File: src/rtl/home_evt_pkg.sv
// rtl/home_evt_pkg.sv - event codes, seven-segment patterns and FSM states shared by the annunciator
package home_evt_pkg;

    localparam logic [2:0] EVT_NONE   = 3'd0;
    localparam logic [2:0] EVT_FRONT  = 3'd1;
    localparam logic [2:0] EVT_REAR   = 3'd2;
    localparam logic [2:0] EVT_FIRE   = 3'd3;
    localparam logic [2:0] EVT_WINDOW = 3'd4;
    localparam logic [2:0] EVT_COLD   = 3'd5;
    localparam logic [2:0] EVT_HOT    = 3'd6;

    // {a,b,c,d,e,f,g}, active-high
    localparam logic [6:0] SEG_BLANK  = 7'b0000000;
    localparam logic [6:0] SEG_FRONT  = 7'b0110000;
    localparam logic [6:0] SEG_REAR   = 7'b1101101;
    localparam logic [6:0] SEG_FIRE   = 7'b1111001;
    localparam logic [6:0] SEG_WINDOW = 7'b0110011;
    localparam logic [6:0] SEG_COLD   = 7'b1011011;
    localparam logic [6:0] SEG_HOT    = 7'b1011111;

    typedef enum logic [1:0] {
        ST_IDLE = 2'd0,
        ST_SHOW = 2'd1,
        ST_GAP  = 2'd2
    } state_t;

    function automatic logic [6:0] seg_of(input logic [2:0] code);
        case (code)
            EVT_FRONT:  seg_of = SEG_FRONT;
            EVT_REAR:   seg_of = SEG_REAR;
            EVT_FIRE:   seg_of = SEG_FIRE;
            EVT_WINDOW: seg_of = SEG_WINDOW;
            EVT_COLD:   seg_of = SEG_COLD;
            EVT_HOT:    seg_of = SEG_HOT;
            default:    seg_of = SEG_BLANK;
        endcase
    endfunction

endpackage

File: src/rtl/evt_fifo.sv
// rtl/evt_fifo.sv - synchronous event FIFO; a push into a full queue is accepted only alongside a pop
module evt_fifo #(
    parameter int DEPTH = 4,
    parameter int WIDTH = 3
) (
    input  logic             Clk,
    input  logic             Rst,
    input  logic             push,
    input  logic [WIDTH-1:0] push_data,
    input  logic             pop,
    output logic [WIDTH-1:0] head,
    output logic             full,
    output logic             empty
);

    localparam int AW = (DEPTH > 1) ? $clog2(DEPTH) : 1;
    localparam int CW = AW + 1;

    logic [WIDTH-1:0] mem_q [DEPTH];
    logic [WIDTH-1:0] mem_d [DEPTH];
    logic [AW-1:0]    wr_q, wr_d, rd_q, rd_d;
    logic [CW-1:0]    cnt_q, cnt_d;
    logic             do_push, do_pop;

    assign full  = (cnt_q == CW'(DEPTH));
    assign empty = (cnt_q == '0);
    assign head  = mem_q[rd_q];

    always_comb begin
        do_pop  = pop && !empty;
        do_push = push && (!full || do_pop);
        mem_d   = mem_q;
        wr_d    = wr_q;
        rd_d    = rd_q;
        if (do_push) begin
            mem_d[wr_q] = push_data;
            wr_d        = wr_q + AW'(1);
        end
        if (do_pop) begin
            rd_d = rd_q + AW'(1);
        end
        cnt_d = cnt_q + CW'(do_push) - CW'(do_pop);
    end

    always_ff @(posedge Clk) begin
        if (Rst) begin
            wr_q  <= '0;
            rd_q  <= '0;
            cnt_q <= '0;
        end else begin
            wr_q  <= wr_d;
            rd_q  <= rd_d;
            cnt_q <= cnt_d;
        end
        mem_q <= mem_d;
    end

endmodule

File: src/rtl/home_event_annunciator.sv
// rtl/home_event_annunciator.sv - dedups monitor codes into events, queues and shows them, counts per code
// Optional FIRE_PREEMPT_EN: fire events use a one-entry priority slot and cut the current hold short.
module home_event_annunciator #(
    parameter int HOLD_CYCLES = 8,
    parameter int FIFO_DEPTH  = 4,
    parameter int ROUND_LEN   = 5,
    parameter int CNT_W       = 8
) (
    input  logic             Clk,
    input  logic             Rst,
    input  logic [2:0]       display,
    input  logic             clr_cnt,
    input  logic             ack,
    input  logic [2:0]       cnt_sel,
    output logic [6:0]       seg,
    output logic [2:0]       cur_code,
    output logic             busy,
    output logic             overflow,
    output logic [CNT_W-1:0] cnt_out
);
    import home_evt_pkg::*;

    localparam int AGE_W  = $clog2(ROUND_LEN + 1);
    localparam int HOLD_W = $clog2(HOLD_CYCLES + 1);

    state_t            state_q, state_d;
    logic [HOLD_W-1:0] hold_q, hold_d;
    logic [2:0]        cur_q, cur_d;
    logic [6:1]        seen_q, seen_d;
    logic [AGE_W-1:0]  age_q [1:6];
    logic [AGE_W-1:0]  age_d [1:6];
    logic [CNT_W-1:0]  cnt_q [1:6];
    logic [CNT_W-1:0]  cnt_d [1:6];
    logic              overflow_q, overflow_d;
    logic              evt, drop;
    logic [2:0]        evt_code, fifo_head;
    logic              fifo_push, fifo_pop, fifo_full, fifo_empty;
`ifdef FIRE_PREEMPT_EN
    logic              fire_pend_q, fire_pend_d, fire_take;
`endif

    evt_fifo #(.DEPTH(FIFO_DEPTH), .WIDTH(3)) u_fifo (
        .Clk(Clk), .Rst(Rst), .push(fifo_push), .push_data(evt_code),
        .pop(fifo_pop), .head(fifo_head), .full(fifo_full), .empty(fifo_empty)
    );

    // A code stays armed until it has been absent for ROUND_LEN consecutive samples.
    always_comb begin
        seen_d   = seen_q;
        age_d    = age_q;
        evt      = 1'b0;
        evt_code = EVT_NONE;
        for (int i = 1; i <= 6; i++) begin
            if (display == 3'(i)) begin
                if (!seen_q[i]) begin
                    evt      = 1'b1;
                    evt_code = 3'(i);
                end
                seen_d[i] = 1'b1;
                age_d[i]  = '0;
            end else if (age_q[i] != AGE_W'(ROUND_LEN)) begin
                age_d[i] = age_q[i] + AGE_W'(1);
                if (age_q[i] == AGE_W'(ROUND_LEN - 1)) seen_d[i] = 1'b0;
            end
        end
    end

    always_comb begin
        state_d  = state_q;
        hold_d   = hold_q;
        cur_d    = cur_q;
        fifo_pop = 1'b0;
`ifdef FIRE_PREEMPT_EN
        fire_take = 1'b0;
`endif
        case (state_q)
            ST_IDLE: begin
`ifdef FIRE_PREEMPT_EN
                if (fire_pend_q) begin
                    fire_take = 1'b1;
                    cur_d     = EVT_FIRE;
                    hold_d    = HOLD_W'(HOLD_CYCLES);
                    state_d   = ST_SHOW;
                end else
`endif
                if (!fifo_empty) begin
                    fifo_pop = 1'b1;
                    cur_d    = fifo_head;
                    hold_d   = HOLD_W'(HOLD_CYCLES);
                    state_d  = ST_SHOW;
                end
            end
            ST_SHOW: begin
                hold_d = hold_q - HOLD_W'(1);
                if (hold_q == HOLD_W'(1)) state_d = ST_GAP;
`ifdef FIRE_PREEMPT_EN
                if (fire_pend_q && cur_q != EVT_FIRE) state_d = ST_GAP;
`endif
            end
            ST_GAP:  state_d = ST_IDLE;
            default: state_d = ST_IDLE;
        endcase
    end

    always_comb begin
        cnt_d     = cnt_q;
        fifo_push = 1'b0;
        drop      = 1'b0;
`ifdef FIRE_PREEMPT_EN
        fire_pend_d = fire_pend_q && !fire_take;
        if (evt && evt_code == EVT_FIRE) begin
            if (fire_pend_q && !fire_take) drop = 1'b1;
            else                           fire_pend_d = 1'b1;
        end else begin
            fifo_push = evt;
        end
`else
        fifo_push = evt;
`endif
        if (fifo_push && fifo_full && !fifo_pop) drop = 1'b1;
        // Counters track every event, including ones dropped from the queue.
        for (int i = 1; i <= 6; i++) begin
            if (clr_cnt) begin
                cnt_d[i] = '0;
            end else if (evt && evt_code == 3'(i) && cnt_q[i] != '1) begin
                cnt_d[i] = cnt_q[i] + CNT_W'(1);
            end
        end
        overflow_d = drop ? 1'b1 : (ack ? 1'b0 : overflow_q);
    end

    always_comb begin
        cnt_out = '0;
        for (int i = 1; i <= 6; i++) begin
            if (cnt_sel == 3'(i)) cnt_out = cnt_q[i];
        end
    end

    assign busy     = (state_q != ST_IDLE);
    assign cur_code = (state_q == ST_SHOW) ? cur_q : EVT_NONE;
    assign seg      = seg_of(cur_code);
    assign overflow = overflow_q;

    always_ff @(posedge Clk) begin
        if (Rst) begin
            state_q    <= ST_IDLE;
            hold_q     <= '0;
            cur_q      <= EVT_NONE;
            seen_q     <= '0;
            overflow_q <= 1'b0;
            for (int i = 1; i <= 6; i++) begin
                age_q[i] <= '0;
                cnt_q[i] <= '0;
            end
`ifdef FIRE_PREEMPT_EN
            fire_pend_q <= 1'b0;
`endif
        end else begin
            state_q    <= state_d;
            hold_q     <= hold_d;
            cur_q      <= cur_d;
            seen_q     <= seen_d;
            overflow_q <= overflow_d;
            age_q      <= age_d;
            cnt_q      <= cnt_d;
`ifdef FIRE_PREEMPT_EN
            fire_pend_q <= fire_pend_d;
`endif
        end
    end

endmodule
File: config.mk
export PLATFORM = sky130hd
export DESIGN_NAME = home_event_annunciator
export DESIGN_NICKNAME = d
export VERILOG_FILES = /design/src/rtl/home_evt_pkg.sv /design/src/rtl/evt_fifo.sv /design/src/rtl/home_event_annunciator.sv
export SDC_FILE = /design/constraint.sdc
export NUM_CORES = 1
export LEC_CHECK = 0
export CORE_ASPECT_RATIO = 0.75
export CORE_UTILIZATION = 60
export CTS_CLUSTER_SIZE = 14
export DETAILED_ROUTE_END_ITERATION = 6
export GPL_TIMING_DRIVEN = 0
export PLACE_DENSITY = 0.9
export SYNTH_ARGS = -nofsm -noshare
export SYNTH_HDL_FRONTEND = slang
export SYNTH_SLANG_ARGS = --single-unit
File: constraint.sdc
create_clock -name Clk -period 2.9 [get_ports Clk]
set_input_delay 0.58 -clock Clk [delete_from_list [all_inputs] [get_ports Clk]]
set_output_delay 0.58 -clock Clk [all_outputs]
set_load 0.01 [all_outputs]
==> After elaboration in Yosys (flattened, before gate mapping) <==
Cells that the tools add are included.
{ "classes": {"n_mul": 0, "order_cmp": 3, "shift": 0, "n_addsub": 17, "muxes": 66, "div_mod_pow": 0, "bitwise": 3, "reduce_logical": 54, "n_eq_ne": 47} }
{ "ops": {"columns": ["cell", "n"], "rows": [
  ["$eq A3 B3 Y1 const B", 19],
  ["$add A8 B1 Y8 const B", 6],
  ["$mux W8", 6],
  ["$ne A8 B8 Y1 const B", 6],
  ["$mux W3", 14],
  ["$pmux W7 S6", 1],
  ["$mux W1", 37],
  ["$reduce_bool A2 Y1", 15],
  ["$eq A3 B2 Y1 const B", 8],
  ["$add A3 B1 Y3 const B", 6],
  ["$ne A3 B3 Y1 const B", 6],
  ["$reduce_and A2 Y1", 9],
  ["$logic_and A1 B1 Y1", 17],
  ["$reduce_or A2 Y1", 7],
  ["$bwmux W12", 1],
  ["$eq A3 B1 Y1 const B", 4],
  ["$pmux W4 S2", 1],
  ["$bmux W3 S2", 1],
  ["$demux W3 S2", 1],
  ["$ge A3 B3 Y1 const B", 2],
  ["$not A2 Y3", 2],
  ["$add A2 B1 Y2 const B", 2],
  ["$eq A4 B1 Y1 const B", 1],
  ["$mux W2", 2],
  ["other kinds (13)", 16]
]} }
{ "word_totals": {"latchBits": 0, "ramBits": 0, "word_cells": 219, "mem_count": 0, "register_bits": 101, "rom_bits": 0} }

==> Depth between registers and ports, before layout <==
{ "depth": {"ltp_word": 16, "ltp_mapped": 11, "ltp_nobuf": 11} }

==> By module <==
A second synthesis with hierarchy kept.
{ "hier_totals": {"hier_cells": 610, "hier_area_um2": 5489.0} }
{ "modules_own_cells": {"columns": ["mod", "cells_each", "n_inst", "area_each_um2"], "rows": [
  ["home_event_annunciator", 546, 1, 4609.4],
  ["evt_fifo", 64, 1, 879.6]
]} }

==> Worst setup path after synthesis <==
OpenSTA, ideal clock, no wires.
{ "synth_path": {"path_kind": "input -> register", "startpoint": "input display[2]", "endpoint": "register u_fifo.cnt_q[2]", "path_slack_ps": 351, "cell_stages": 11, "path_buffers": 2, "t_arrival_ps": 2421, "setup_time_ps": 128, "cell_sequence": "buf_4 > and2b_1 > buf_6 > a21oi_1 > a21oi_1 > ha_1 > inv_1 > fa_1 > xor2_1 > xnor2_1 > nor2_1"} }
{ "synth_between": {"elab_chain_cells": 15, "elab_cells_between_ends": 20} }
{ "synth_rtl": {"columns": ["item", "line_no", "rtl"], "rows": [
  ["start: declaration", "home_event_annunciator.sv:11", "input logic [2:0] display,"],
  ["$eq A3 B1 Y1", "home_event_annunciator.sv:54", "if (display == 3'(i)) begin"],
  ["$mux W1", "home_event_annunciator.sv:54", null],
  ["$mux W1", "home_event_annunciator.sv:55", "if (!seen_q[i]) begin"],
  ["$mux W1", "home_event_annunciator.sv:54", null],
  ["$mux W1", "home_event_annunciator.sv:55", null],
  ["$mux W1", "home_event_annunciator.sv:54", null],
  ["$mux W1", "home_event_annunciator.sv:55", null],
  ["$mux W1", "home_event_annunciator.sv:54", null],
  ["$mux W1", "home_event_annunciator.sv:55", null],
  ["$mux W1", "home_event_annunciator.sv:54", null],
  ["$mux W1", "home_event_annunciator.sv:55", null],
  ["$mux W1 *", "home_event_annunciator.sv:54", null],
  ["$logic_and A1 B1 Y1 *", "evt_fifo.sv:31", "do_push = push && (!full || do_pop);"],
  ["via u_fifo.do_push", "evt_fifo.sv:23", "logic do_push, do_pop;"],
  ["$add A3 B1 Y3 *", "evt_fifo.sv:42", "cnt_d = cnt_q + CW'(do_push) - CW'(do_pop);"],
  ["$sub A3 B1 Y3 *", "evt_fifo.sv:42", null],
  ["end signal: assignment", "evt_fifo.sv:53", "cnt_q <= cnt_d;"],
  ["end: declaration", "evt_fifo.sv:22", "logic [CW-1:0] cnt_q, cnt_d;"]
]} }
The timed path passes the listed nets; every way through them passes the cells marked *.
A chain may end at the register's enable or synchronous reset.

==> Worst setup path in the final report <==
{ "layout_path": {"startpoint": "input cnt_sel[2]", "endpoint": "output cnt_out[7]"} }
{ "layout_between": {"elab_chain_cells": 7, "elab_cells_between_ends": 12} }
{ "layout_rtl": {"columns": ["item", "line_no", "rtl"], "rows": [
  ["start: declaration", "home_event_annunciator.sv:14", "input logic [2:0] cnt_sel,"],
  ["$eq A3 B1 Y1", "home_event_annunciator.sv:135", "if (cnt_sel == 3'(i)) cnt_out = cnt_q[i];"],
  ["$mux W8 (5 in a row)", "home_event_annunciator.sv:135", null],
  ["$mux W8 *", "home_event_annunciator.sv:135", null],
  ["end: declaration", "home_event_annunciator.sv:19", "output logic [CNT_W-1:0] cnt_out"]
]} }
Mark *: on every way between the ends. The rest lies on a longest branch, timed or not.

==> flow_summary.json <==
{
  "status": "finished, final reports clean",
  "critPathCaptureType": "output pin",
  "critPathRequiredTime_ps": 2320,
  "synth_largest_area_cell": "dfxtp_1",
  "mappedNetlistArea_um2": 5569,
  "drive_gt1_frac": 0.1057,
  "synth_simple_gate_area_frac": 0.2262,
  "drc": 0,
  "cts_buffer_depth": 2,
  "slowest_stage": "clkdlybuf4s50_1",
  "dieHeight_um": 85.44,
  "max_clock_freq_mhz": 346.5,
  "hold_viol_final": 0,
  "maxCapViolations": 0,
  "hold_path.startpoint": "age_q[16]",
  "fin_crit_sh": 0.9953,
  "die_area_um2": 9675,
  "fin_ws_ps": 13.62,
  "n_antenna_cell": 0,
  "ys_warn_count": 0,
  "root_buffer": "clkbuf_16",
  "ys_seq_elements": 101,
  "swShare": 0.3124,
  "synthAdderAreaFrac": 0.07549,
  "synth-xor-area-share": 0.03145,
  "finClkSkew_ps": 8.830,
  "intPower_mw": 2.646,
  "start_kind": "primary input",
  "grt_antenna_before_repair": 0,
  "cts_sinks": 101,
  "peakVddDrop_mv": 0.3347,
  "viasPerCell": 6.133,
  "wl_per_cell_um": 16.67,
  "cts_tree": "yes",
  "finalSetupViolCount": 0,
  "seqPwrFrac": 0.433,
  "power.density_nw_per_um2": 608.3,
  "worst_ep_arrival_time_ps": 2310,
  "place_area_um2": 5989,
  "comb_power_share": 0.259,
  "instances_no_fill": 790,
  "synth.net_count": 661,
  "worst_slew_pin_slew_ps": 761.1,
  "clkLatencyLatePin_ps": 350,
  "place_ws_ps": -574.8,
  "synth_edf_count": 12,
  "wl_um": 13170,
  "final.setup.tns_ps": 0,
  "synth_area_per_cell_um2": 9.011,
  "hp-class": "reg -> reg",
  "cp.buffers_inverters": 4,
  "path_cells": "clkdlybuf4s50_1 -> buf_6 -> clkinv_4 -> a22o_1 -> a221oi_1 -> a21oi_1 -> dlygate4sd2_1",
  "rr_endpoint": "u_fifo.cnt_q[2]",
  "dieWidth_um": 113.2,
  "rows": 30,
  "ys.flop_type": "dfxtp_1",
  "mostFrequentLayoutCells": "89 x dfxtp_1, 54 x a21oi_1, 52 x nand2_1",
  "synth-compound-area-share": 0.1806,
  "ff2ff_setup_slack_ps": 200,
  "htree_levels": 3,
  "grt_max_degree": 17,
  "grt_pass1_vias": 4637,
  "dr.pass1.iters": 5,
  "yosysSeqAreaShare": 0.3846,
  "core_um2": 9046,
  "place_congestion": 0.9423,
  "min_path_cells": 2,
  "synthToLayoutAreaGrowth_pct": 13.59,
  "fin_area_um2": 6326,
  "synth_cell_types": 70,
  "slowest_delay_ps": 510,
  "placed_cells": 772,
  "numPortBuffers": 26,
  "io_pins": 30,
  "vias": 4845,
  "ctsHoldBuffers": 0,
  "grt.overflow.total": 0,
  "first_iter_violations": 380,
  "period_minus_slack_ps": 2886,
  "grt_pass1_wl_um": 21760,
  "synthTopCellsByArea": "dfxtp_1 32%, ha_1 7.2%, edfxtp_1 6.5%, a21oi_1 4.9%, nand2_1 3.6%",
  "maxSlewHeadroom": 0.4882,
  "path_clk_slew_ps": 60,
  "synth_top_family_by_area": "simple AND/OR/NAND/NOR gates",
  "syn_inst": 618,
  "hold_path_end": "age_q[16]",
  "track_usage": 0.2869,
  "dp_hpwl_um": 9314,
  "synth_top_area_frac": 0.3199,
  "muxShareOfSynthArea": 0.05302,
  "cp_max_fo": 10,
  "final_nets": 700,
  "crit_type": "in -> out",
  "p_switching_mw": 1.202,
  "initial_core_util": 0.6156,
  "numCtsBuffers": 9,
  "p_leak_nw": 2.341,
  "synthArstFlopShare": 0,
  "r2r-start": "u_fifo.cnt_q[1]",
  "ant_nets": 0,
  "critical-path-top-delay-family": "buffers and inverters",
  "pwr-share-clk": 0.307,
  "drv_slew": 0,
  "r2r_cells": 11,
  "layout_commonest_cell": "dfxtp_1"
}
-- through the flow --
step / hold slack [ps] / power, mW / util
2_1_floorplan: 440.2 / 2.336 / -
3_3_place_gp: 453.6 / 2.546 / 0.6621
3_5_place_dp: 475.3 / 2.632 / 0.6621
4_1_cts: 484.3 / 3.826 / 0.6979
5_1_grt: 521.4 / 4.040 / 0.6993
6_report: 493.9 / 3.848 / 0.6993
-- worst max path at each step --
stage	from	endpoint	cells after the start
after floorplan	display[2]	u_fifo.cnt_q[2]	11
after global placement	display[0]	u_fifo.cnt_q[2]	10
after detailed placement	display[0]	u_fifo.cnt_q[2]	10
after CTS	cnt_sel[2]	cnt_out[7]	7
after global routing	cnt_sel[2]	cnt_out[5]	7
final	cnt_sel[2]	cnt_out[7]	7
-- metal layers --
layer	vias up	wire length, µm	GRT usage
li1	2333	-	-
met1	2287	5685	0.3535
met2	183	6364	0.4925
met3	42	793	0.06786
met4	0	328	0.1029
met5	-	0	0
-- state kept, by name, summed over array words and instances, names as in the netlist --
name,flops
age_q,18
cnt_q,48
cur_q,3
hold_q,4
overflow,1
seen_q,6
state_q,2
u_fifo.cnt_q,3
u_fifo.mem_q,12
u_fifo.rd_q,2
u_fifo.wr_q,2
-- synth_stat cells (all sizes together), types with 3 or more instances --
master   n
a221oi   8
a21oi   56
clkbuf  18
and2b    3
nor2    48
ha      32
or3     15
nand3b   4
nand4   11
and3     5
mux2i   11
nand2   53
or2      4
a211oi   4
xnor2   10
o211ai   6
or4     17
mux4     3
and4bb   3
xor2    10
o31ai   16
nand2b   9
mux2     9
o41ai    3
nor3     8
dfxtp   89
and2    11
o22ai    8
a22o     8
nand3   28
buf     13
inv     24
edfxtp  12
o211a    3
o21ai   16
nor2b   10
o21a     3
o311ai   3
a31oi    5
-- kinds of logic after synthesis --
group,count (synthesis)
flops,101
compound gates,149
mux,23
buf+inv,57
simple gates,235
xor+xnor,20
fa+ha+maj,33
-- power groups by stage --
stage	logic [mW]	registers, mW	clock network (mW)
after detailed placement	0.941	1.69	0
after global routing	1.10	1.69	1.25
after CTS	0.975	1.66	1.19
final	0.998	1.67	1.18
after global placement	0.868	1.68	0
after floorplan	0.674	1.66	0
-- worst register-to-register path, stage by stage (launching register included) --
cell and delay (ps):
dfxtp_1 360, or3_1 410, nand2_2 200, clkinvlp_4 220
ha_1 330, inv_1 60, ha_1 140, inv_1 50
fa_1 380, xor2_1 220, xnor2_1 150, nor2_1 50
-- area by class of cell --
| class | count | area, µm² |
|---|---|---|
| buffer | 31 | 181.4 |
| clock buffer | 11 | 232.7 |
| clock inverter | 5 | 52.55 |
| fill | 638 | 2720 |
| inverter | 26 | 106.4 |
| multi-input combinational | 460 | 3183 |
| sequential | 101 | 2142 |
| tap | 128 | 160.2 |
| timing repair buffer | 28 | 267.8 |
-- what timing repair did --
item / 4_1_cts / 5_1_grt
setup endpoints to repair: 10 / 8
gates resized for setup: 18 / 4
pin swaps: 1 / 0
buffers inserted: 2 / 0
Note: power is estimated with default switching activity, not from simulation.
